--- src/rtl/pwr_seq_pkg.sv ---
// Shared types and constants for the board power-on sequencer.
package pwr_seq_pkg;

    typedef enum logic [2:0] {
        SETTLE  = 3'd0,
        RAIL_ON = 3'd1,
        GAP     = 3'd2,
        HOLD    = 3'd3,
        RUN     = 3'd4,
        FAULT   = 3'd5
    } state_t;

    localparam logic [1:0] FC_NONE    = 2'b00;
    localparam logic [1:0] FC_TIMEOUT = 2'b01;
    localparam logic [1:0] FC_DROP    = 2'b10;

    function automatic int max2(input int a, input int b);
        return (a > b) ? a : b;
    endfunction

endpackage

--- src/rtl/bit_synchronizer.sv ---
// Multi-flop synchronizer for one asynchronous level signal; clears to 0 on reset.
module bit_synchronizer #(
    parameter int STAGES = 2
) (
    input  logic clk_in,
    input  logic rst_n,
    input  logic d,
    output logic q
);

    logic [STAGES-1:0] sync_q;

    // Shift the async input through the flop chain.
    always_ff @(posedge clk_in or negedge rst_n) begin
        if (!rst_n) begin
            sync_q <= '0;
        end else begin
            sync_q <= {sync_q[STAGES-2:0], d};
        end
    end

    assign q = sync_q[STAGES-1];

endmodule

--- src/rtl/power_on_sequencer.sv ---
// Board power-up sequencer: settle, enable rails one by one, hold, then release rst_out.
// Any rail timeout or power-good drop shuts all rails and latches a fault until cleared.
module power_on_sequencer
    import pwr_seq_pkg::*;
#(
    parameter int N_RAILS          = 3,
    parameter int SETTLE_CYC       = 1024,
    parameter int RAIL_TIMEOUT_CYC = 4096,
    parameter int RAIL_GAP_CYC     = 256,
    parameter int RST_HOLD_CYC     = 64,
    parameter int SYNC_STAGES      = 2
) (
    input  logic               clk_in,
    input  logic               rst_n,
    input  logic [N_RAILS-1:0] pg_in,
    input  logic               fault_clr,
    output logic [N_RAILS-1:0] rail_en,
    output logic               rst_out,
    output logic               seq_done,
    output logic               fault,
    output logic [1:0]         fault_code,
    output logic [2:0]         fault_idx
);

    localparam int MAX_CYC = max2(max2(SETTLE_CYC, RAIL_TIMEOUT_CYC),
                                  max2(RAIL_GAP_CYC, RST_HOLD_CYC));
    localparam int CNT_W   = $clog2(MAX_CYC) + 1;

    logic [1:0]         rst_sync;
    logic               rst_int_n;
    logic [N_RAILS-1:0] pg_s;

    state_t             state, state_nxt;
    logic [CNT_W-1:0]   cnt, cnt_nxt;
    logic [2:0]         idx, idx_nxt;
    logic [N_RAILS-1:0] rail_en_nxt;
    logic               rst_out_nxt, seq_done_nxt, fault_nxt;
    logic [1:0]         fault_code_nxt;
    logic [2:0]         fault_idx_nxt;

    int                 drop_lim;
    logic               drop;
    logic [2:0]         drop_idx;
    logic               cur_pg;
    logic               trip;
    logic [1:0]         trip_code;
    logic [2:0]         trip_idx;

    // Reset synchronizer: assert immediately, release two clocks after rst_n rises.
    always_ff @(posedge clk_in or negedge rst_n) begin
        if (!rst_n) begin
            rst_sync <= 2'b00;
        end else begin
            rst_sync <= {rst_sync[0], 1'b1};
        end
    end

    assign rst_int_n = rst_sync[1];

    for (genvar g = 0; g < N_RAILS; g++) begin : g_pg_sync
        bit_synchronizer #(.STAGES(SYNC_STAGES)) u_sync (
            .clk_in (clk_in),
            .rst_n  (rst_int_n),
            .d      (pg_in[g]),
            .q      (pg_s[g])
        );
    end

    // Next-state and next-output logic; outputs are registered from the state being entered.
    always_comb begin
        state_nxt      = state;
        idx_nxt        = idx;
        rail_en_nxt    = rail_en;
        rst_out_nxt    = rst_out;
        seq_done_nxt   = seq_done;
        fault_nxt      = fault;
        fault_code_nxt = fault_code;
        fault_idx_nxt  = fault_idx;
        trip           = 1'b0;
        trip_code      = FC_NONE;
        trip_idx       = 3'd0;

        // Rails that must already be good in the current state.
        case (state)
            RAIL_ON:   drop_lim = int'(idx);
            GAP:       drop_lim = int'(idx) + 1;
            HOLD, RUN: drop_lim = N_RAILS;
            default:   drop_lim = 0;
        endcase

        // Scan downward so the lowest dropped rail is the one reported.
        drop     = 1'b0;
        drop_idx = 3'd0;
        for (int j = N_RAILS - 1; j >= 0; j--) begin
            if (j < drop_lim && !pg_s[j]) begin
                drop     = 1'b1;
                drop_idx = 3'(j);
            end
        end

        cur_pg = 1'b0;
        for (int j = 0; j < N_RAILS; j++) begin
            if (3'(j) == idx) cur_pg = pg_s[j];
        end

        case (state)
            SETTLE: begin
                if (cnt == CNT_W'(SETTLE_CYC - 1)) begin
                    state_nxt = RAIL_ON;
                    idx_nxt   = 3'd0;
                end
            end
            RAIL_ON: begin
                if (drop) begin
                    trip = 1'b1; trip_code = FC_DROP; trip_idx = drop_idx;
                end else if (cur_pg) begin
                    state_nxt = GAP;
                end else if (cnt == CNT_W'(RAIL_TIMEOUT_CYC - 1)) begin
                    trip = 1'b1; trip_code = FC_TIMEOUT; trip_idx = idx;
                end
            end
            GAP: begin
                if (drop) begin
                    trip = 1'b1; trip_code = FC_DROP; trip_idx = drop_idx;
                end else if (cnt == CNT_W'(RAIL_GAP_CYC - 1)) begin
                    if (idx == 3'(N_RAILS - 1)) begin
                        state_nxt = HOLD;
                    end else begin
                        state_nxt = RAIL_ON;
                        idx_nxt   = idx + 3'd1;
                    end
                end
            end
            HOLD: begin
                if (drop) begin
                    trip = 1'b1; trip_code = FC_DROP; trip_idx = drop_idx;
                end else if (cnt == CNT_W'(RST_HOLD_CYC - 1)) begin
                    state_nxt    = RUN;
                    rst_out_nxt  = 1'b0;
                    seq_done_nxt = 1'b1;
                end
            end
            RUN: begin
                if (drop) begin
                    trip = 1'b1; trip_code = FC_DROP; trip_idx = drop_idx;
                end
            end
            FAULT: begin
                if (fault_clr && pg_s == '0) begin
                    state_nxt      = SETTLE;
                    fault_nxt      = 1'b0;
                    fault_code_nxt = FC_NONE;
                    fault_idx_nxt  = 3'd0;
                end
            end
            default: begin
                state_nxt = SETTLE;
            end
        endcase

        if (trip) begin
            state_nxt      = FAULT;
            rail_en_nxt    = '0;
            rst_out_nxt    = 1'b1;
            seq_done_nxt   = 1'b0;
            fault_nxt      = 1'b1;
            fault_code_nxt = trip_code;
            fault_idx_nxt  = trip_idx;
        end

        // Enable of the rail being sequenced goes high on the edge that enters RAIL_ON.
        if (state_nxt == RAIL_ON) begin
            for (int j = 0; j < N_RAILS; j++) begin
                if (3'(j) == idx_nxt) rail_en_nxt[j] = 1'b1;
            end
        end

        if (state_nxt != state) begin
            cnt_nxt = '0;
        end else if (state == RUN || state == FAULT) begin
            cnt_nxt = cnt;
        end else begin
            cnt_nxt = cnt + 1'b1;
        end
    end

    // State, counter and registered outputs.
    always_ff @(posedge clk_in or negedge rst_int_n) begin
        if (!rst_int_n) begin
            state      <= SETTLE;
            cnt        <= '0;
            idx        <= 3'd0;
            rail_en    <= '0;
            rst_out    <= 1'b1;
            seq_done   <= 1'b0;
            fault      <= 1'b0;
            fault_code <= FC_NONE;
            fault_idx  <= 3'd0;
        end else begin
            state      <= state_nxt;
            cnt        <= cnt_nxt;
            idx        <= idx_nxt;
            rail_en    <= rail_en_nxt;
            rst_out    <= rst_out_nxt;
            seq_done   <= seq_done_nxt;
            fault      <= fault_nxt;
            fault_code <= fault_code_nxt;
            fault_idx  <= fault_idx_nxt;
        end
    end

endmodule
--- config.mk ---
export PLATFORM = sky130hd
export DESIGN_NAME = power_on_sequencer
export DESIGN_NICKNAME = d
export VERILOG_FILES = /design/src/rtl/pwr_seq_pkg.sv /design/src/rtl/bit_synchronizer.sv /design/src/rtl/power_on_sequencer.sv
export SDC_FILE = /design/constraint.sdc
export NUM_CORES = 1
export LEC_CHECK = 0
export ABC_AREA = 1
export ABC_CLOCK_PERIOD_IN_PS = 1490
export CORE_MARGIN = 10
export CORE_UTILIZATION = 39
export CTS_BUF_LIST = sky130_fd_sc_hd__clkbuf_8
export DETAILED_ROUTE_END_ITERATION = 10
export REMOVE_ABC_BUFFERS = 1
export SLEW_MARGIN = 20
export SYNTH_ARGS = -nofsm -noshare
export SYNTH_HDL_FRONTEND = slang
export SYNTH_SLANG_ARGS = --single-unit
--- constraint.sdc ---
create_clock -name clk_in -period 1.49 [get_ports clk_in]
set_input_delay 0.298 -clock clk_in [delete_from_list [all_inputs] [get_ports clk_in]]
set_output_delay 0.298 -clock clk_in [all_outputs]
set_load 0.1 [all_outputs]
==> results of run 1 <==
-- flip-flops by register name (all words and copies together) (netlist names), 2 cells and up --
| name | cells |
|---|---|
| g_pg_sync.u_sync.sync_q | 6 |
| fault_idx | 3 |
| state | 3 |
| fault_code | 2 |
| rail_en | 3 |
| rst_sync | 2 |
| idx | 3 |
| cnt | 13 |
-- placed cells by master (no fill, tap or decap), types with 2 or more instances in the layout --
cell type and instances:
nand4_1 10, a21oi_1 5, xor2_1 10, nor3_1 2, inv_1 35, ha_1 2
nand2_2 11, nand3_1 17, nor2_2 15, nand2_4 7, nor2_1 21, nor2_4 4
buf_4 87, inv_2 3, nand3_2 7, nand2_1 53, ha_2 2, nor2_8 2
a21oi_2 2, xnor2_1 2, clkdlybuf4s50_1 5, buf_12 12, clkbuf_8 5, o21ai_0 10
o21ai_1 5, dfrtp_1 37
-- layout make-up --
| class | instances | area, µm² | area share, % |
|---|---|---|---|
| flip-flops and latches | 38 | 952 | 27.5 |
| well taps | 72 | 90.1 | 2.60 |
| multi-input cells | 196 | 1200 | 34.8 |
| inverters | 37 | 141 | 4.08 |
| repair buffers | 105 | 968 | 28.0 |
| clock inverters | 3 | 37.5 | 1.08 |
| clock buffers | 5 | 68.8 | 1.99 |
-- metal layers --
metal	share of wire (%)	GRT usage, %	vias to the layer above
met3	5.4	3.11	7
met2	46	19.9	46
li1	-	-	1092
met1	47	16.4	978
met5	0	0	-
met4	1.4	5.04	0
-- power breakdown --
part           switching, W  total (W)  leakage [nW]  internal, W
sequential         0.000113    0.00126         0.488      0.00115
clock              0.000365   0.000852        0.0607     0.000487
combinational       0.00180    0.00329          1.22      0.00148
-- cell families (layout without fill, tap and decap cells) --
kind of cell	count (synthesis)	in the layout	share of synthesized area, %
simple gates	151	151	35.0
buf+inv	42	150	8.27
flops	38	38	42.3
compound gates	26	26	6.39
xor+xnor	12	12	4.66
fa+ha+maj	5	5	2.78
other cells	1	1	0.166
mux	1	1	0.444
-- cell usage after synthesis --
library cell / number
a21boi_0: 1
a21o_1: 1
a21oi_1: 6
a21oi_2: 1
buf_4: 3
buf_6: 2
conb_1: 1
dfrtp_1: 37
dfstp_2: 1
ha_1: 5
inv_1: 34
inv_2: 2
inv_4: 1
mux2i_1: 1
nand2_1: 60
nand2_2: 5
nand2_4: 6
nand3_1: 22
nand3_2: 3
nand3b_1: 1
nand4_1: 10
nor2_1: 22
nor2_2: 16
nor2_4: 2
nor2_8: 2
nor3_1: 2
o21ai_0: 14
o21ai_1: 1
o22ai_1: 1
o311ai_0: 1
xnor2_1: 2
xor2_1: 10
-- per-stage QoR --
stage	hold WS [ps]	std cells
after floorplan	2.41	271
after global placement	206	438
after detailed placement	217	438
after CTS	151	451
after global routing	148	456
final	154	456
-- timing repair --
item                                    in CTS  in global routing
hold buffers                                 0                  0
cloned                                       0                  1
pin swaps                                    4                  1
buffers inserted                             5                  4
gates resized for setup                     19                  8
endpoints found under the setup margin      30                 30
-- path summary, 6_finish.rpt --
path                                               startpoint                            end  slack (ps)  depth (start not counted)
worst max-delay path                                   idx[0]                         cnt[5]        -820                         20
worst min-delay path                                    rst_n                    rst_sync[0]         150                          1
worst max register to register                         idx[0]                         cnt[5]        -820                         20
worst min register to register                    rst_sync[1]                       seq_done         210                          1
max in group asynchronous                         rst_sync[1]                   fault_idx[0]        1010                          1
min in group clk_in             g_pg_sync[1].u_sync.sync_q[0]  g_pg_sync[1].u_sync.sync_q[1]         350                          0
-- worst register-to-register path: stages (launching register included) --
cell and delay (ps):
dfrtp_1 410, ha_2 210, nand2_1 80, nand2_2 70
nand2_4 70, nand2_4 60, nor2_8 130, nand2_2 80
nand2_4 110, nand2_4 80, nor2_8 130, nand2_2 50
nand2_1 50, nand2_1 60, nor2_2 110, nand2_2 70
nand2_1 50, nand2_1 50, nand2_2 120, clkbuf_16 170
nor2_2 30
==> impl_metrics.env, run 1 <==
export IMPL_setup_tns_ps=-20690
export IMPL_synthTopCellsByArea="dfrtp_1 41%, nand2_1 10%, inv_1 5.7%"
export IMPL_n_antenna_cell=0
export IMPL_cp_top_family="simple AND/OR/NAND/NOR gates"
export IMPL_fin_crit_ps=2310
export IMPL_die_w_um=96.0
export IMPL_synth_top_area_share_pct=41.1
export IMPL_yosys_warnings=0
export IMPL_violations="setup timing"
export IMPL_finalHoldViolCount=0
export IMPL_clock_sinks=38
export IMPL_start_kind="register"
export IMPL_ys_types=32
export IMPL_gp_congestion=0.931
export IMPL_required_ps=1680
export IMPL_cp_buffers_inverters=1
export IMPL_via_per_inst=4.66
export IMPL_drc=0
export IMPL_grt_pass1_vias=2057
export IMPL_fin_util_pct=62.5
export IMPL_dieArea_um2=9220
export IMPL_critPathCaptureType="register"
export IMPL_setup_ws_ps=-819
export IMPL_cp_slowest_cell="dfrtp_1"
export IMPL_wl_per_cell_um=12.4
export IMPL_crit_path_max_incr_delay_ps=410
export IMPL_cts_buffers=5
export IMPL_grt_setup_unrepaired="true"
export IMPL_ys_seq_area_share_pct=42.3
export IMPL_fin_area_um2=3460
export IMPL_cp_max_fo=6
export IMPL_skew_ps=5.04
export IMPL_crit_chain="ha_2 -> nand2_1 -> nand2_2 -> nand2_4 -> nand2_4 -> nor2_8 -> nand2_2 -> nand2_4 -> nand2_4 -> nor2_8 -> nand2_2 -> nand2_1 -> nand2_1 -> nor2_2 -> nand2_2 -> nand2_1 -> nand2_1 -> nand2_2 -> clkbuf_16 -> nor2_2"
export IMPL_cts_root_buf="clkbuf_8"
export IMPL_netlist_instances=276
export IMPL_pre_cts_ws_ps=-841
export IMPL_clk_path_buf_depth=2
export IMPL_min_path_type="in -> async"
export IMPL_cts_tree="built"
export IMPL_ctsHtreeMaxLevel=2
export IMPL_setup_violations=30
export IMPL_ir_worst_vdd_mv=1.01
export IMPL_grt_pass1_wl_mm=9.34
export IMPL_min_period_over_period_pct=155
export IMPL_track_usage_pct=12.7
export IMPL_maxCapViolations=0
export IMPL_io_buffers=16
export IMPL_drive_gt1_share_pct=42.4
export IMPL_p_per_area_nw_per_um2=1560
export IMPL_drt_iter0_drc=105
export IMPL_cp_data_arrival_time_ps=2500
export IMPL_max_freq_mhz=433
export IMPL_status="finished with violations"
export IMPL_drtPass1Iterations=4
export IMPL_post_dp_hpwl_mm=4.22
export IMPL_nets=394
export IMPL_insertion_delay_ps=290
export IMPL_finalPower_w=0.00540
export IMPL_antenna_found_initial=0
export IMPL_p_leak_nw=1.77
export IMPL_fillers=483
export IMPL_core_um2=5540
export IMPL_avgSynthCellArea_um2=8.16
export IMPL_yosys_register_bits=38
export IMPL_synthToLayoutAreaGrowth_pct=53.6
export IMPL_place_area_um2=3170
export IMPL_vias=2123
export IMPL_clk_pin_slew_ps=70
export IMPL_crit_type="reg -> reg"
export IMPL_postRouteAntennaNets=0
export IMPL_die_h_um=96.0
export IMPL_slew_violations=0
export IMPL_initial_core_util_pct=40.7
export IMPL_wirelength_mm=5.64
export IMPL_core_rowCount=27
export IMPL_post_synth_top_area_cell="dfrtp_1"
export IMPL_grt_max_degree=23
export IMPL_grt_overflow=0
export IMPL_synth_area_um2=2250
export IMPL_io_pins=17
(Power assumes the default switching activity.)
==> run 2, diff against run 1 <==
--- a/config.mk
+++ b/config.mk
@@ -5,7 +5,6 @@
 export SDC_FILE = /design/constraint.sdc
 export NUM_CORES = 1
 export LEC_CHECK = 0
-export ABC_AREA = 1
 export ABC_CLOCK_PERIOD_IN_PS = 1490
 export CORE_MARGIN = 10
 export CORE_UTILIZATION = 39
==> impl_metrics.env, run 2 <==
export IMPL_timing_hold_ws_ps=97.4
export IMPL_swShare_pct=42.1
export IMPL_grt_max_degree=33
export IMPL_synth_area_um2=2080
export IMPL_n_antenna_cell=0
export IMPL_setup_violations=30
export IMPL_worstMarginPinSlew_ps=510
export IMPL_io_pins=17
export IMPL_fillers=356
export IMPL_cts_tree="built"
export IMPL_die_w_um=93
export IMPL_maxCapViolations=0
export IMPL_wl_per_cell_um=17.5
export IMPL_skew_ps=4.32
export IMPL_core_rowCount=26
export IMPL_yosys_warnings=0
export IMPL_rr_worst_depth=10
export IMPL_most_common_layout_cells="85 x buf_4, 35 x dfrtp_1, 17 x nand2_1"
export IMPL_multi_input_area_um2=1440
export IMPL_insertion_delay_ps=290
export IMPL_crit_type="reg -> reg"
export IMPL_core_um2=5140
export IMPL_fin_area_um2=3720
export IMPL_seq_area_um2=955
export IMPL_synthToLayoutAreaGrowth_pct=78.9
export IMPL_place_area_um2=3000
export IMPL_crit_path_max_incr_delay_ps=480
export IMPL_drtPass1Iterations=4
export IMPL_cp_slowest_cell="dfrtp_2"
export IMPL_yosysMostFrequentCell="dfrtp_1"
export IMPL_post_synth_top_area_cell="dfrtp_1"
export IMPL_finalHoldViolCount=0
export IMPL_critPathCaptureType="register"
export IMPL_min_path_type="reg -> async"
export IMPL_fin_util_pct=72.3
export IMPL_post_dp_hpwl_mm=4.17
export IMPL_ys_seq_area_share_pct=45.8
export IMPL_drt_iter0_drc=155
export IMPL_cts_hold_buf=0
export IMPL_track_usage_pct=15.7
export IMPL_cp_max_fo=7
export IMPL_vias=2169
export IMPL_grt_pass1_vias=2313
export IMPL_status="finished with violations"
export IMPL_reg_largest_list="cnt x13, g_pg_sync.u_sync.sync_q x6"
export IMPL_drive_gt1_share_pct=56.5
export IMPL_via_per_inst=5.41
export IMPL_crit_chain="buf_4 -> buf_4 -> buf_4 -> nor3b_1 -> and3_1 -> nor4_2 -> buf_4 -> nor4_4 -> nand3_2 -> o31ai_4"
export IMPL_worst_path_most_repeated_cell="buf_4"
export IMPL_grt_overflow=0
export IMPL_p_leak_nw=1.66
export IMPL_p_per_area_nw_per_um2=1340
export IMPL_avgSynthCellArea_um2=9.90
export IMPL_clk_path_buf_depth=2
export IMPL_yosys_register_bits=38
export IMPL_grt_pass1_wl_mm=11.0
export IMPL_max_freq_mhz=380
export IMPL_intPower_w=0.00290
export IMPL_maxSlewHeadroom_pct=66.0
export IMPL_nets=341
export IMPL_largest_register="cnt"
export IMPL_clock_sinks=38
export IMPL_synth_top_area_share_pct=44.6
export IMPL_drc=0
export IMPL_seqPwrFrac_pct=25.2
export IMPL_clk_pin_slew_ps=70
export IMPL_ys_top_cells_by_count="37 x dfrtp_1, 22 x nand2_1, 22 x nor2_1, 10 x and3_1, 9 x nand3_1"
export IMPL_ys_types=55
export IMPL_ir_worst_vdd_mv=1.10
export IMPL_p_switching_w=0.00210
export IMPL_cts_buffers=5
export IMPL_cp_top_family="simple AND/OR/NAND/NOR gates"
export IMPL_synthTopCellsByArea="dfrtp_1 45%, nand2_1 4.0%, nor2_1 4.0%"
export IMPL_setup_ws_ps=-1140
export IMPL_die_h_um=93
export IMPL_p_clk_share_pct=15.0
export IMPL_fin_crit_ps=2630
export IMPL_ctsHtreeMaxLevel=2
export IMPL_cts_root_buf="clkbuf_8"
export IMPL_antenna_found_initial=0
export IMPL_cp_depth=10
export IMPL_combinationalPowerShare_pct=59.8
export IMPL_largest_reg_flops=13
export IMPL_io_buffers=16
export IMPL_slew_violations=0
export IMPL_postRouteAntennaNets=0
export IMPL_cp_buffers_inverters=4
export IMPL_netlist_instances=210
export IMPL_min_period_over_period_pct=177
export IMPL_start_kind="register"
export IMPL_initial_core_util_pct=40.4
export IMPL_pre_cts_ws_ps=-1170
export IMPL_cp_data_arrival_time_ps=2850
export IMPL_synthArstFlopShare_pct=100
export IMPL_synth_edf_count=0
export IMPL_wirelength_mm=7.00
export IMPL_dieArea_um2=8650
export IMPL_grt_setup_unrepaired="true"
export IMPL_gp_congestion=0.930
export IMPL_ys_flop_type="dfrtp_1"
export IMPL_mostFrequentLayoutCell="buf_4"
export IMPL_violations="setup timing"
export IMPL_required_ps=1700
## run 2: repair_timing
action                     CTS  global route
gates cloned                 1             0
buffers inserted            22             5
gates resized for setup     72            37
pin swaps                   35            28
setup endpoints to repair   30            30
## run 2: kinds of logic (layout without fill, tap and decap cells)
logic type	count (synthesis)	count (layout)	share of synthesized area (%)
fa+ha+maj	5	5	3.01
other cells	1	1	0.180
compound gates	32	32	12.9
flops	38	38	45.8
buf+inv	13	134	2.83
simple gates	105	105	28.4
xor+xnor	14	14	5.90
mux	2	2	0.963
## run 2: worst paths after layout
| kind | start | endpoint | slack, ps |
|---|---|---|---|
| worst max-delay path | state[0] | rail_en[2] | -1140 |
| max in group asynchronous | rst_sync[1] | state[0] | 940 |
| worst max register to register | state[0] | rail_en[2] | -1140 |
| min in group clk_in | g_pg_sync[0].u_sync.sync_q[0] | g_pg_sync[0].u_sync.sync_q[1] | 350 |
| worst min-delay path | rst_sync[1] | fault | 100 |
| worst min register to register | rst_sync[1] | fault | 100 |
## run 2: final cells by class
type                            count  share of cell area, %
Multi-Input combinational cell    159                   38.7
Timing Repair Buffer              118                   29.9
Sequential cell                    38                   25.7
Tap cell                           70                   2.36
Clock buffer                        6                   2.22
Inverter                            8                  0.808
Clock inverter                      2                  0.336
## run 2: power groups by stage
stage,logic [W],registers [W],clock network (W)
2_1_floorplan,0.000742,0.00162,0
3_3_place_gp,0.00202,0.00127,0
3_5_place_dp,0.00203,0.00127,0
4_1_cts,0.00268,0.00125,0.000764
5_1_grt,0.00317,0.00127,0.000807
6_report,0.00299,0.00126,0.000749
## run 2: routing by layer
metal	track usage [%]	wire length, µm	up-vias
met4	6.94	177	0
met1	19.0	2910	1080
met3	3.92	401	16
li1	-	-	1001
met5	0	0	-
met2	25.8	3520	72
## run 2: through the flow
stage / cells / power, W / setup TNS [ps]
floorplan: 205 / 0.00236 / -28710
global placement: 368 / 0.00329 / -29300
detailed placement: 368 / 0.00330 / -30970
CTS: 399 / 0.00470 / -28450
global route: 401 / 0.00524 / -33070
finish: 401 / 0.00500 / -30000
